===== config.mk =====
export PLATFORM = sky130hd
export DESIGN_NAME = ff_input_conditioner
export DESIGN_NICKNAME = d
export VERILOG_FILES = /design/src/rtl/ff_lab_pkg.sv /design/src/rtl/debounce_bit.sv /design/src/rtl/ff_input_conditioner.sv
export SDC_FILE = /design/constraint.sdc
export NUM_CORES = 1
export LEC_CHECK = 0
export CAP_MARGIN = 20
export CORE_MARGIN = 10
export CORE_UTILIZATION = 62
export DETAILED_ROUTE_END_ITERATION = 12
export PLACE_DENSITY = 0.85
export SKIP_CTS_REPAIR_TIMING = 1
export SYNTH_ARGS = -nofsm -noshare
export SYNTH_HDL_FRONTEND = slang
export SYNTH_HIERARCHICAL = 1
export SYNTH_SLANG_ARGS = --single-unit

===== constraint.sdc =====
create_clock -name clk -period 3.77 [get_ports clk]
set_clock_uncertainty 0.05 [all_clocks]
set_input_delay 0.377 -clock clk [delete_from_list [all_inputs] [get_ports clk]]
set_output_delay 0.377 -clock clk [all_outputs]
set_load 0.02 [all_outputs]

===== src/rtl/ff_lab_pkg.sv =====
// Shared constants and width helper for the lab flip-flop blocks.
//   TICK_DIV_BOARD : clk cycles per tick at the board clock (2^23)
//   DB_TICKS_DEF   : default number of ticks a new input level must persist
//   clog2_w()      : counter width for a value range 0..n-1, never below 1 bit
package ff_lab_pkg;

    localparam int unsigned TICK_DIV_BOARD = 8388608;
    localparam int unsigned DB_TICKS_DEF   = 3;

    // A range of a single value still needs one bit of storage.
    function automatic int unsigned clog2_w(input int unsigned n);
        return (n < 2) ? 1 : $clog2(n);
    endfunction

endpackage


===== src/rtl/debounce_bit.sv =====
// One conditioned input bit: 2-flop synchroniser, tick-qualified stability
// counter, debounced level and rising-edge pulse.
//   clk      : system clock
//   rst      : synchronous active-high reset
//   tick     : shared one-cycle sampling enable
//   raw_in   : asynchronous switch/button level
//   din      : debounced level (registered)
//   din_rise : one-cycle pulse when din goes 0->1 (registered)
module debounce_bit
    import ff_lab_pkg::*;
#(
    parameter int unsigned DB_TICKS = DB_TICKS_DEF
) (
    input  logic clk,
    input  logic rst,
    input  logic tick,
    input  logic raw_in,
    output logic din,
    output logic din_rise
);

    localparam int unsigned CW = clog2_w(DB_TICKS + 1);

    logic          r_sync1;
    logic          r_sync2;
    logic [CW-1:0] r_cnt;
    logic          r_din;
    logic          r_din_rise;
    logic          w_differ;
    logic          w_accept;

    assign w_differ = (r_sync2 != r_din);
    // Last required tick of an uninterrupted run of disagreement.
    assign w_accept = w_differ && tick && (r_cnt == CW'(DB_TICKS - 1));

    // Synchroniser.
    always_ff @(posedge clk) begin
        if (rst) begin
            r_sync1 <= 1'b0;
            r_sync2 <= 1'b0;
        end else begin
            r_sync1 <= raw_in;
            r_sync2 <= r_sync1;
        end
    end

    // Stability counter: any agreement discards progress, ticks advance it.
    always_ff @(posedge clk) begin
        if (rst) begin
            r_cnt <= '0;
        end else if (!w_differ || w_accept) begin
            r_cnt <= '0;
        end else if (tick) begin
            r_cnt <= r_cnt + CW'(1);
        end
    end

    // Debounced level and its rising-edge pulse.
    always_ff @(posedge clk) begin
        if (rst) begin
            r_din      <= 1'b0;
            r_din_rise <= 1'b0;
        end else begin
            r_din_rise <= w_accept && r_sync2;
            if (w_accept) begin
                r_din <= r_sync2;
            end
        end
    end

    assign din      = r_din;
    assign din_rise = r_din_rise;

endmodule


===== src/rtl/ff_input_conditioner.sv =====
// Front-end for the lab flip-flop blocks: periodic tick enable plus
// synchronised, debounced data inputs.
//   clk      : system clock
//   rst      : synchronous active-high reset
//   raw_in   : N_IN asynchronous switch/button levels
//   tick     : one-cycle enable, period TICK_DIV cycles
//   din      : N_IN debounced levels
//   din_rise : N_IN one-cycle 0->1 pulses
module ff_input_conditioner
    import ff_lab_pkg::*;
#(
    parameter int unsigned TICK_DIV = TICK_DIV_BOARD,
    parameter int unsigned N_IN     = 2,
    parameter int unsigned DB_TICKS = DB_TICKS_DEF
) (
    input  logic            clk,
    input  logic            rst,
    input  logic [N_IN-1:0] raw_in,
    output logic            tick,
    output logic [N_IN-1:0] din,
    output logic [N_IN-1:0] din_rise
);

    localparam int unsigned PW = clog2_w(TICK_DIV);

    logic [PW-1:0] r_pres;
    logic          r_tick;
    logic          w_wrap;

    assign w_wrap = (r_pres == PW'(TICK_DIV - 1));

    // Prescaler; tick is registered so it lands in the cycle after the wrap.
    always_ff @(posedge clk) begin
        if (rst) begin
            r_pres <= '0;
            r_tick <= 1'b0;
        end else begin
            r_pres <= w_wrap ? '0 : r_pres + PW'(1);
            r_tick <= w_wrap;
        end
    end

    assign tick = r_tick;

    for (genvar g = 0; g < int'(N_IN); g++) begin : g_bit
        debounce_bit #(
            .DB_TICKS (DB_TICKS)
        ) u_debounce_bit (
            .clk      (clk),
            .rst      (rst),
            .tick     (r_tick),
            .raw_in   (raw_in[g]),
            .din      (din[g]),
            .din_rise (din_rise[g])
        );
    end

endmodule


==> flow_summary.toml <==
[routing]
drc = 0
ant_nets = 0
via_count = 1239
wirelength_um = 3080
post_drt_via_cell_ratio = 5.84
drt_iter0_markers = 56
first_pass_iters = 5
wl_per_cell_um = 14.5

[final_layout]
syn_to_final_growth_pct = 9.09
drive_above_1_share_pct = 9.34
num_antenna_cells = 0
final_nets = 188
finalNonFillerCells = 212

[floorplan]
rows = 18
top_level_ports = 9
core_sq_um = 2480
die_x_um = 70.7
die_h_um = 70.7
die_area_sq_um = 5000
start_util_pct = 64.4

[synth]
postSynthAreaPerCell_sq_um = 9.39
yosys_warnings = 6
synth_cell_types = 40
synth_ff_type = "dfxtp_1"
synth-edff-count = 0
syn_inst = 170
syn_area_sq_um = 1600
syn-num-nets = 177
synthArstFlopShare_pct = 0
seq_area_frac_synth_pct = 45.1
ys_seq_elements = 36

[job]
drv_cap = 0

[clock_tree]
cts-root-buf = "clkbuf_4"
clkLatencyLatePin_ns = 0.33
cts-buffers-inserted = 5
h-tree-depth = 2
cts_sinks = 36
cts_tree = "done"
clk_pin_slew_ns = 0.10
clockBufferDepth = 2

[timing]
rsz0062_at_grt = "no"
min_period_over_period_pct = 54.9
fmax_mhz = 483
setup_viol = 0
tightest_slew_ns = 0.755
layout_min_cycle_time_ns = 2.07
hold_viol_final = 0
slew_viol_final = 0
tns_ns = 0
relSlewSlack_pct = 49.5
timing.hold.ws_ns = 0.403

[worst_setup_path]
critPathCaptureType = "register"
start_kind = "register"
critPathKind = "reg -> reg"
required_ns = 3.94
worstPathArrival_ns = 2.24
reg2reg_slack_ns = 1.70
path_max_fanout = 16

[global_routing]
grt_pass1_wl_um = 5380
globalRouteOverflowTotal = 0
track_usage_pct = 12.9
antenna_found_initial = 0
grt_max_degree = 22
grt_pass1_vias = 1196

[pwr]
power.density_nw_per_um2 = 356
vdd_drop_max_uv = 327
p_leak_uw = 0.000555
total_power_uw = 621

[place]
io_buffer_count = 8
dp_hpwl_um = 2170
placed_cells = 204
globalplace.congestion = 0.800

[run_status]
status = "completed"

[min_path]
hp-class = "reg -> reg"
==> path summary, 6_finish.rpt <==
path / start / end / cells after the start
worst min register to register: g_bit[0].u_debounce_bit/r_sync1$_SDFF_PP0_ / g_bit[0].u_debounce_bit/r_sync2$_SDFF_PP0_ / 1
worst max-delay path: r_pres[1]$_SDFF_PP0_ / r_pres[12]$_SDFF_PP0_ / 5
worst max register to register: r_pres[1]$_SDFF_PP0_ / r_pres[12]$_SDFF_PP0_ / 5
worst min-delay path: g_bit[0].u_debounce_bit/r_sync1$_SDFF_PP0_ / g_bit[0].u_debounce_bit/r_sync2$_SDFF_PP0_ / 1
==> cell families (layout without fill, tap and decap cells) <==
family	after synthesis	count (layout)	synth area share (%)
adders and majority gates	3	3	2.35
buffers and inverters	9	21	3.29
muxes	1	1	0.705
xor gates and xnor gates	13	13	7.13
and+or+nand+nor	81	81	29.1
AOI/OAI and AO/OA	27	27	12.3
DFF	36	36	45.1
==> layout by cell type, fill, tap and decap left out, drive strengths merged, types with 4 or more instances in the layout <==
master / instances
clkdlybuf4s50: 8
or3b: 4
xnor2: 6
and3: 4
nand2: 7
clkbuf: 6
nor2: 20
nor2b: 4
xor2: 7
o31ai: 5
nand3: 16
a21oi: 9
nand2b: 4
dfxtp: 36
or4: 5
inv: 5
a211oi: 4
==> worst max-delay path, stage by stage, from the launching register on <==
cell,delay [ns]
dfxtp_1,0.41
ha_1,0.29
nand2_1,0.14
nor4_1,0.51
a31o_2,0.46
nor2_1,0.09
==> power by group <==
part           switching, uW  internal [uW]  total (uW)
clock                    125           88.7         213
sequential              4.70            385         390
combinational           9.93           7.70        17.6
==> sequential cells by signal (all words and copies together) (netlist names) <==
| register | cells |
|---|---|
| r_pres | 23 |
| g_bit.u_debounce_bit/din | 2 |
| g_bit.u_debounce_bit/r_sync1 | 2 |
| g_bit.u_debounce_bit/din_rise | 2 |
| tick | 1 |
| g_bit.u_debounce_bit/r_sync2 | 2 |
| g_bit.u_debounce_bit/r_cnt | 4 |
==> per-stage QoR <==
| stage | area, sq um | util (%) | setup WS [ns] |
|---|---|---|---|
| after CTS | 1740 | 70.3 | 1.68 |
| final | 1740 | 70.3 | 1.70 |
| after detailed placement | 1680 | 67.8 | 1.72 |
| after global placement | 1680 | 67.8 | 1.78 |
| after floorplan | 1600 | - | 2.08 |
| after global routing | 1740 | 70.3 | 1.53 |
==> metal layers <==
layer / track usage, % / vias to the layer above / wire (um)
li1: - / 643 / -
met1: 14.5 / 574 / 1360
met2: 21.1 / 16 / 1560
met3: 5.02 / 6 / 101
met4: 5.59 / 0 / 54
met5: 0 / - / 0
==> final cells by class <==
type	count	area, sq um
tap	30	37.5
inverter	5	18.8
timing repair buffer	8	80.1
fill	205	736
clock inverter	2	10.0
clock buffer	6	51.3
multi-input combinational	125	823
sequential	36	721
==> cell usage after synthesis, types with 3 or more instances <==
cell type   n  area, sq um
xor2_1      7         61.3
nor4_1      3         18.8
nand2_1     7         26.3
nand3_1    15         75.1
or4_1       5         37.5
nand2b_1    4         25.0
xnor2_1     6         52.6
ha_1        3         37.5
and3_1      3         18.8
dfxtp_1    36          721
o31ai_1     5         37.5
or3b_1      4         35.0
nor2b_1     4         25.0
a21oi_1     9         45.0
inv_1       5         18.8
nor2_1     20         75.1
nor3_1      3         15.0
Power figures use the tool's default switching activity.
